==> config.mk <==
export PLATFORM = sky130hd
export DESIGN_NAME = ddr3_app_sched
export DESIGN_NICKNAME = d
export VERILOG_FILES = /design/src/rtl/ddr3_sched_pkg.sv /design/src/rtl/ddr3_rr_arb.sv /design/src/rtl/ddr3_app_sched.sv
export SDC_FILE = /design/constraint.sdc
export NUM_CORES = 1
export LEC_CHECK = 0
export CAP_MARGIN = 30
export CORE_MARGIN = 1.5
export CORE_UTILIZATION = 45
export CTS_CLUSTER_DIAMETER = 80
export CTS_CLUSTER_SIZE = 16
export DETAILED_ROUTE_END_ITERATION = 8
export PLACE_DENSITY = 0.86
export SYNTH_ARGS = -nofsm -noshare
export SYNTH_HDL_FRONTEND = slang
export SYNTH_SLANG_ARGS = --single-unit
==> constraint.sdc <==
create_clock -name clk -period 5.4 [get_ports clk]
set_input_delay 0.54 -clock clk [delete_from_list [all_inputs] [get_ports clk]]
set_output_delay 0.54 -clock clk [all_outputs]
set_load 0.01 [all_outputs]
==> src/rtl/ddr3_sched_pkg.sv <==
// Shared constants for the ddr3_app_if round-robin scheduler: FSM state
// encodings, transfer direction codes and the dword address width helper.
package ddr3_sched_pkg;

  localparam logic [2:0] ST_ARB   = 3'd0;
  localparam logic [2:0] ST_ISSUE = 3'd1;
  localparam logic [2:0] ST_RUN   = 3'd2;
  localparam logic [2:0] ST_DRAIN = 3'd3;
  localparam logic [2:0] ST_DONE  = 3'd4;

  localparam logic DIR_WR = 1'b1;
  localparam logic DIR_RD = 1'b0;

  // Byte address -> dword address width
  function automatic int dword_aw(input int mem_addr_depth);
    return mem_addr_depth - 2;
  endfunction

endpackage

==> src/rtl/ddr3_rr_arb.sv <==
// Combinational rotate-priority encoder: picks the first requester at or
// after ptr_i (wrapping) and returns it one-hot plus as an index.
module ddr3_rr_arb #(
  parameter int N  = 4,
  parameter int IW = 2
) (
  input  logic [N-1:0]  req_i,
  input  logic [IW-1:0] ptr_i,
  output logic [N-1:0]  grant_o,
  output logic [IW-1:0] idx_o,
  output logic          valid_o
);

  int            cand;
  logic [IW-1:0] cand_idx;

  // Scan from the pointer upwards, first hit wins
  always_comb begin
    grant_o  = '0;
    idx_o    = '0;
    valid_o  = 1'b0;
    cand     = 0;
    cand_idx = '0;
    for (int k = 0; k < N; k++) begin
      cand = int'(ptr_i) + k;
      if (cand >= N) begin
        cand = cand - N;
      end else begin
        cand = cand;
      end
      cand_idx = IW'(cand);
      if (!valid_o && req_i[cand_idx]) begin
        valid_o           = 1'b1;
        grant_o[cand_idx] = 1'b1;
        idx_o             = cand_idx;
      end else begin
        valid_o = valid_o;
      end
    end
  end

endmodule

==> src/rtl/ddr3_app_sched.sv <==
// Round-robin scheduler sharing one ddr3_app_if between NUM_REQ requesters.
// Optional DDR3_APP_SCHED_STATS_EN adds transfer/dword statistics outputs.
module ddr3_app_sched
  import ddr3_sched_pkg::*;
#(
  parameter int NUM_REQ        = 4,
  parameter int MEM_ADDR_DEPTH = 28,
  parameter int CNT_W          = 24,
  localparam int AW            = dword_aw(MEM_ADDR_DEPTH)
) (
  input  logic                     clk,
  input  logic                     rst,
  input  logic                     i_init_calib_complete,
  input  logic [NUM_REQ-1:0]       i_req,
  input  logic [NUM_REQ-1:0]       i_req_wr,
  input  logic [NUM_REQ*AW-1:0]    i_req_addr,
  input  logic [NUM_REQ*CNT_W-1:0] i_req_count,
  output logic [NUM_REQ-1:0]       o_grant,
  output logic [NUM_REQ-1:0]       o_done,
  output logic                     o_busy,
  output logic                     o_ingress_en,
  output logic [AW-1:0]            o_ingress_dword_addr,
  output logic                     o_egress_en,
  output logic [AW-1:0]            o_egress_dword_addr,
  input  logic                     i_app_if_idle,
  input  logic                     i_ingress_stb,
  input  logic                     i_egress_stb
`ifdef DDR3_APP_SCHED_STATS_EN
  ,
  output logic [31:0]              o_stat_xfers,
  output logic [31:0]              o_stat_dwords
`endif
);

  localparam int IW = $clog2(NUM_REQ);

  logic [2:0]         state_q, state_d;
  logic [IW-1:0]      ptr_q, ptr_d, idx_q, idx_d;
  logic [NUM_REQ-1:0] grant_q, grant_d, done_q, done_d;
  logic               busy_q, busy_d, wr_q, wr_d;
  logic               ing_en_q, ing_en_d, egr_en_q, egr_en_d;
  logic [AW-1:0]      addr_q, addr_d;
  logic [CNT_W-1:0]   count_q, count_d, cnt_q, cnt_d;

  logic [NUM_REQ-1:0] arb_grant_s;
  logic [IW-1:0]      arb_idx_s;
  logic               arb_valid_s, run_stb_s;
  logic [CNT_W-1:0]   req_count_s;

  ddr3_rr_arb #(.N(NUM_REQ), .IW(IW)) u_arb (
    .req_i   (i_req),
    .ptr_i   (ptr_q),
    .grant_o (arb_grant_s),
    .idx_o   (arb_idx_s),
    .valid_o (arb_valid_s)
  );

  assign req_count_s = i_req_count[arb_idx_s*CNT_W +: CNT_W];
  assign run_stb_s   = (wr_q == DIR_WR) ? i_ingress_stb : i_egress_stb;

  // Transfer FSM: arbitrate, enable the engine, count strobes, drain, ack
  always_comb begin
    state_d  = state_q;
    ptr_d    = ptr_q;
    idx_d    = idx_q;
    grant_d  = grant_q;
    done_d   = '0;
    busy_d   = busy_q;
    wr_d     = wr_q;
    addr_d   = addr_q;
    count_d  = count_q;
    cnt_d    = cnt_q;
    ing_en_d = ing_en_q;
    egr_en_d = egr_en_q;
    case (state_q)
      ST_ARB: begin
        if (i_init_calib_complete && arb_valid_s && i_app_if_idle) begin
          idx_d   = arb_idx_s;
          grant_d = arb_grant_s;
          busy_d  = 1'b1;
          wr_d    = i_req_wr[arb_idx_s];
          addr_d  = i_req_addr[arb_idx_s*AW +: AW];
          count_d = req_count_s;
          state_d = (req_count_s == '0) ? ST_DONE : ST_ISSUE;
        end else begin
          state_d = ST_ARB;
        end
      end
      ST_ISSUE: begin
        ing_en_d = (wr_q == DIR_WR);
        egr_en_d = (wr_q == DIR_RD);
        if (!i_app_if_idle) begin
          state_d = ST_RUN;
        end else begin
          state_d = ST_ISSUE;
        end
      end
      ST_RUN: begin
        // Equality compare: the engine is released on the exact final dword
        if (run_stb_s) begin
          cnt_d = cnt_q + CNT_W'(1);
          if (cnt_d == count_q) begin
            ing_en_d = 1'b0;
            egr_en_d = 1'b0;
            state_d  = ST_DRAIN;
          end else begin
            ing_en_d = (wr_q == DIR_WR);
            egr_en_d = (wr_q == DIR_RD);
          end
        end else begin
          ing_en_d = (wr_q == DIR_WR);
          egr_en_d = (wr_q == DIR_RD);
        end
      end
      ST_DRAIN: begin
        ing_en_d = 1'b0;
        egr_en_d = 1'b0;
        if (i_app_if_idle) begin
          state_d = ST_DONE;
        end else begin
          state_d = ST_DRAIN;
        end
      end
      ST_DONE: begin
        done_d  = grant_q;
        grant_d = '0;
        busy_d  = 1'b0;
        cnt_d   = '0;
        ptr_d   = (idx_q == IW'(NUM_REQ - 1)) ? '0 : idx_q + IW'(1);
        state_d = ST_ARB;
      end
      default: begin
        grant_d  = '0;
        busy_d   = 1'b0;
        cnt_d    = '0;
        ing_en_d = 1'b0;
        egr_en_d = 1'b0;
        state_d  = ST_ARB;
      end
    endcase
  end

  // State and output registers
  always_ff @(posedge clk or negedge rst) begin
    if (!rst) begin
      state_q  <= ST_ARB;
      ptr_q    <= '0;
      idx_q    <= '0;
      grant_q  <= '0;
      done_q   <= '0;
      busy_q   <= 1'b0;
      wr_q     <= 1'b0;
      addr_q   <= '0;
      count_q  <= '0;
      cnt_q    <= '0;
      ing_en_q <= 1'b0;
      egr_en_q <= 1'b0;
    end else begin
      state_q  <= state_d;
      ptr_q    <= ptr_d;
      idx_q    <= idx_d;
      grant_q  <= grant_d;
      done_q   <= done_d;
      busy_q   <= busy_d;
      wr_q     <= wr_d;
      addr_q   <= addr_d;
      count_q  <= count_d;
      cnt_q    <= cnt_d;
      ing_en_q <= ing_en_d;
      egr_en_q <= egr_en_d;
    end
  end

  assign o_grant              = grant_q;
  assign o_done               = done_q;
  assign o_busy               = busy_q;
  assign o_ingress_en         = ing_en_q;
  assign o_egress_en          = egr_en_q;
  assign o_ingress_dword_addr = addr_q;
  assign o_egress_dword_addr  = addr_q;

`ifdef DDR3_APP_SCHED_STATS_EN
  logic [31:0] stat_xfers_q, stat_dwords_q;

  // Wrapping counters of completed transfers and counted dwords
  always_ff @(posedge clk or negedge rst) begin
    if (!rst) begin
      stat_xfers_q  <= 32'd0;
      stat_dwords_q <= 32'd0;
    end else begin
      stat_xfers_q  <= stat_xfers_q + ((state_q == ST_DONE) ? 32'd1 : 32'd0);
      stat_dwords_q <= stat_dwords_q + (((state_q == ST_RUN) && run_stb_s) ? 32'd1 : 32'd0);
    end
  end

  assign o_stat_xfers  = stat_xfers_q;
  assign o_stat_dwords = stat_dwords_q;
`endif

endmodule
After elaboration in Yosys (flattened, before gate mapping)
Index checks and enable logic that the tools add are counted.
Storage, ports and cells
  bits in registers: 93
  input bits: 214
  output and inout bits: 63
  logic and storage cells: 130
Cells by class
  eq/ne operators: 9
  $lt $le $gt $ge: 13
  $mul: 2
  shift-type cells: 2
  multiplexer cells: 56
  reductions and logical operators: 21
  add/sub/neg operators: 9
  bitwise logic cells: 6
Operators by type and width (number)
  $shiftx A104 B8 Y26: 1
  $shiftx A96 B8 Y24: 1
  $pmux W24 S2: 1
  $add A24 B1 Y24 const B: 1
  $eq A24 B24 Y1: 1
  $logic_not A24 Y1: 1
  $mux W24: 1
  $mux W4: 6
  $mux W2: 10
  $mux W1: 19
  $lt A2 B3 Y1 const B: 5
  $mux W3: 5
  $or A4 B4 Y4: 3
  $pmux W3 S4: 1
  $bmux W1 S2: 5
  $ge A3 B3 Y1 const B: 3
  $logic_and A1 B1 Y1: 9
  $demux W1 S2: 4
  $ge A2 B1 Y1 const B: 4
  $pmux W4 S2: 1
  $reduce_and A2 Y1: 4
  $sub A2 B1 Y2 const B: 4
  $add A2 B2 Y3 const B: 2
  $eq A3 B2 Y1 const B: 2
  other kinds (16): 24

Depth between registers and ports, before layout
  depth in word-level cells: 20
  gate-level depth with buffers: 17
  gate-level depth less buffers: 11

Modules after synthesis
Synthesis repeated with hierarchy kept, for this count alone.
Unflattened totals
  cell total of the unflattened synthesis: 555
  area, all modules: 6555.0 sq um
By module, submodules not included
  ddr3_app_sched: cells an instance 510, instances 1, seq. area each 2327.2 sq um, area an instance 6133.4 sq um
  ddr3_rr_arb: cells an instance 45, instances 1, seq. area each 0.0 sq um, area an instance 421.7 sq um

Worst setup path after synthesis
No wires, ideal clock.
  path type: reg2reg
  start: register ptr_q[0]
  end: register state_q[0]
  data arrival time: 3.875 ns
  setup time: 0.119 ns
  path buffers: 5
  data required time: 5.281 ns
  period minus slack after synthesis: 3.994 ns
  stages on the path, launching flop included: 16
  setup slack: 1.406 ns
  path through: dfrtp_1 -> clkbuf_1 -> inv_1 -> clkbuf_1 -> ha_1 -> clkbuf_1 -> mux4_2 -> a2111oi_0 -> nand2b_1 -> buf_2 -> buf_2 -> mux2i_1 -> mux2i_1 -> a2111oi_1 -> nand4_1 -> o21a_1
On the way
  cells in the longest elaborated chain, start to end: 20
  elaborated cells between the ends (all ways): 45
  those cells by class: add/sub: 7; mul: 1; order compare: 4; shift: 1; mux: 23; reduce/logical: 9
Ends and longest elaborated chain
  start, declared: line ddr3_app_sched.sv:38  | logic [IW-1:0] ptr_q, ptr_d, idx_q, idx_d;
  start signal, assigned: line ddr3_app_sched.sv:160  | ptr_q <= ptr_d;
  parallel branches: the longest is 18 deep, another holds $add A2 B1 Y3
  $mux W3 (*): line ddr3_app_sched.sv:77  | if (i_init_calib_complete && arb_valid_s && i_app_if_idle) begin
  $pmux W3 S4 (*): line ddr3_app_sched.sv:75  | case (state_q)
  end signal, assigned: line ddr3_app_sched.sv:159  | state_q <= state_d;
  end, declared: line ddr3_app_sched.sv:37  | logic [2:0] state_q, state_d;
Mark *: on every way between the ends. The select of a mux whose other input is x is not followed.
A chain may end at the register's enable or synchronous reset.

Worst setup path in the final report
  start: register ptr_q[1]
  end: register state_q[0]
The elaborated chain is that of the path after synthesis.

==> results_dict.tcl <==
set metrics [dict create \
    syn_nets 1199 \
    initial_utilization_pct 45.9 \
    postRouteAntennaNets 0 \
    vias_per_cell 5.66 \
    netlist_instances 975 \
    cts-hold-fix-buffers 0 \
    post_synth.cell_area_avg_um2 7.42 \
    detail_route.first_pass.iterations 7 \
    standard_cell_row_count 46 \
    vias_in_the_first_global_route 7431 \
    drt_iter0_drc 864 \
    clkSinkCount 93 \
    setup_viol_count_final 0 \
    ctsHtreeMaxLevel 3 \
    yosys_most_used_dff "dfrtp_1" \
    synth_area_leaders "dfrtp_1 32%, nand2_1 15%, nand3_1 7.8%" \
    power_leakage_nw 4.39 \
    num_vias 7952 \
    ranking_of_synthesized_cells_by_instance_count "289 x nand2_1, 113 x nand3_1, 93 x dfrtp_1" \
    setup.worst_path.class "flip-flop to flip-flop" \
    synthArstFlopShare_pct 100 \
    synth_cell_type_count 72 \
    total_count_of_hold_check_failures_in_the_final_report 0 \
    max_cap_violations 0 \
    power_per_cell_area_nw_per_um2 482 \
    tritoncts "built" \
    min_period_over_period_pct 87.1 \
    grt_usage_pct 29.5 \
    design.final.nets 1407 \
    minimum_clock_period_after_layout_ps 4700 \
    final.setup.tns_ps 0 \
    synth_top_area_share_pct 32.2 \
    status "completed" \
    final-max-slew-violation-count 0 \
    final_layout_size_suffix_gt1_share_pct 5.64 \
    area.growth.synth_to_final_pct 41.1 \
    yosys_warnings 0 \
    tightestPinTransition_ps 949 \
    antenna_cells 0 \
    grt_start_max_net_pins 76 \
    synth_edf_count 0 \
    globalRoute.totalOverflow 0 \
    wl_per_cell_um 17.9 \
    cts_post_setup_buffers_inserted 0 \
    port-buffer-count 276 \
    worst_ep_arrival_time_ps 4940 \
    critPathRequiredTime_ps 5640 \
    routed_wl_um 25200 \
    top_count_cell_post_synth "nand2_1" \
    grt_pass1_wl_um 38700 \
    detailed_place_hpwl_um 19500 \
    max_fclk_mhz 213 \
    netlist.top_cell.by_area "dfrtp_1" \
    ioPinCount 277 \
    cts.path.max_buffers 2 \
    routabilityCongestion 0.940 \
    syn_area_um2 7230 \
    timing.hold.worst.class "input pin to asynchronous set/reset pin" \
    final_core_util_pct 64.7 \
    dieArea_um2 16800 \
    worstSetupStartpointType "flip-flop" \
    grt_antenna_before_repair 0 \
    critPathCaptureType "flip-flop" \
    floorplan.core_area_um2 15800 \
    vdd_drop_max_uv 413 \
    finalClockSkew_ps 5.88 \
    post_cts_resized 0 \
    die-width_um 130 \
    cts_made_buffers 9 \
    clkSlewWorstSetupHoldPaths_ps 70 \
    path_max_fanout 31 \
    ys_seq_elements 93 \
    hold_ws_ps 70.3 \
    insertion_delay_ps 340 \
    post-route-drc-count 0 \
    sequential_share_of_the_synthesized_area_pct 32.2 \
    clk_root_buffer_cell "clkbuf_16" \
    relSlewSlack_pct 35.1 \
    grt_setup_unrepaired "false" \
    chip_height_um 130 \
]
[path summary, 6_finish.rpt]
check | from | to | slack [ps] | depth (start not counted)
max in group asynchronous | rst | cnt_q[14]$_DFFE_PN0P_ | 4530 | 3
worst min-delay path | rst | o_grant[3]$_DFFE_PN0P_ | 70 | 1
min in group clk | o_ingress_en$_DFFE_PN0N_ | o_ingress_en$_DFFE_PN0N_ | 490 | 2
worst max-delay path | ptr_q[1]$_DFFE_PN0N_ | state_q[0]$_DFFE_PN0P_ | 700 | 10
worst max register to register | ptr_q[1]$_DFFE_PN0N_ | state_q[0]$_DFFE_PN0P_ | 700 | 10
worst min register to register | o_ingress_en$_DFFE_PN0N_ | o_ingress_en$_DFFE_PN0N_ | 490 | 2
[worst max-delay path: stages (launching register included)]
cell	delay, ps
dfrtp_1	620
inv_1	210
ha_1	480
mux4_2	440
a2111oi_0	860
nand2b_2	790
mux2i_1	280
mux2i_1	140
nor4_1	380
nand4_1	190
o21a_1	210
[logic make-up (layout without fill, tap and decap cells)]
family | count (synthesis) | after routing | share of synthesized area, %
AOI/OAI and AO/OA | 135 | 135 | 12.0
buffers and inverters | 102 | 315 | 7.49
DFF | 93 | 93 | 32.2
xor gates and xnor gates | 48 | 48 | 5.81
and+or+nand+nor | 548 | 548 | 34.9
adders and majority gates | 11 | 11 | 1.87
muxes | 38 | 38 | 5.79
[layout by cell type (no fill, tap or decap), types with 10 or more instances in the layout]
master,n
buf_4,15
dfrtp_1,93
xnor2_1,26
clkdlybuf4s50_1,275
a21oi_1,26
ha_1,10
nand2_1,289
o21ai_0,50
nand3_1,113
nor2_1,51
nor3_1,17
mux2_2,10
and3_1,11
xor2_1,22
nor4_1,10
mux2i_1,25
a22oi_1,11
[metrics by stage]
step / cells / setup slack [ps] / power [mW] / instance area [um^2]
floorplan: 975 / 1410 / 3.21 / 7230
global placement: 1387 / 848 / 4.13 / 9870
global route: 1404 / 453 / 5.28 / 10200
detailed placement: 1387 / 788 / 4.20 / 9870
CTS: 1403 / 857 / 4.88 / 10200
finish: 1404 / 696 / 4.93 / 10200
[flip-flops by register name, summed over array words and instances (netlist names)]
signal and flops:
cnt_q 24, count_q 24, idx_q 2, o_busy 1, o_done 4, o_egress_dword_addr 26
o_egress_en 1, o_grant 4, o_ingress_en 1, ptr_q 2, state_q 3, wr_q 1
[per-layer routing]
layer	vias up	global-route usage, %	wire [um]
met5	-	0	0
met4	0	12.7	992
met1	3693	38.4	10000
met2	431	48.2	12100
met3	71	5.45	2030
li1	3757	-	-
[area by class of cell]
class / instances / area (um^2)
fillers: 1347 / 5560
clock inverters: 4 / 53.8
clock buffers: 12 / 256
flip-flops and latches: 93 / 2330
multi-input cells: 780 / 4380
repair buffers: 291 / 2890
inverters: 8 / 30.0
well taps: 216 / 270
[where the power goes]
part	internal [mW]	switching [mW]
Combinational	1.32	1.77
Sequential	0.923	0.245
Clock	0.386	0.279
(Power assumes the default switching activity.)
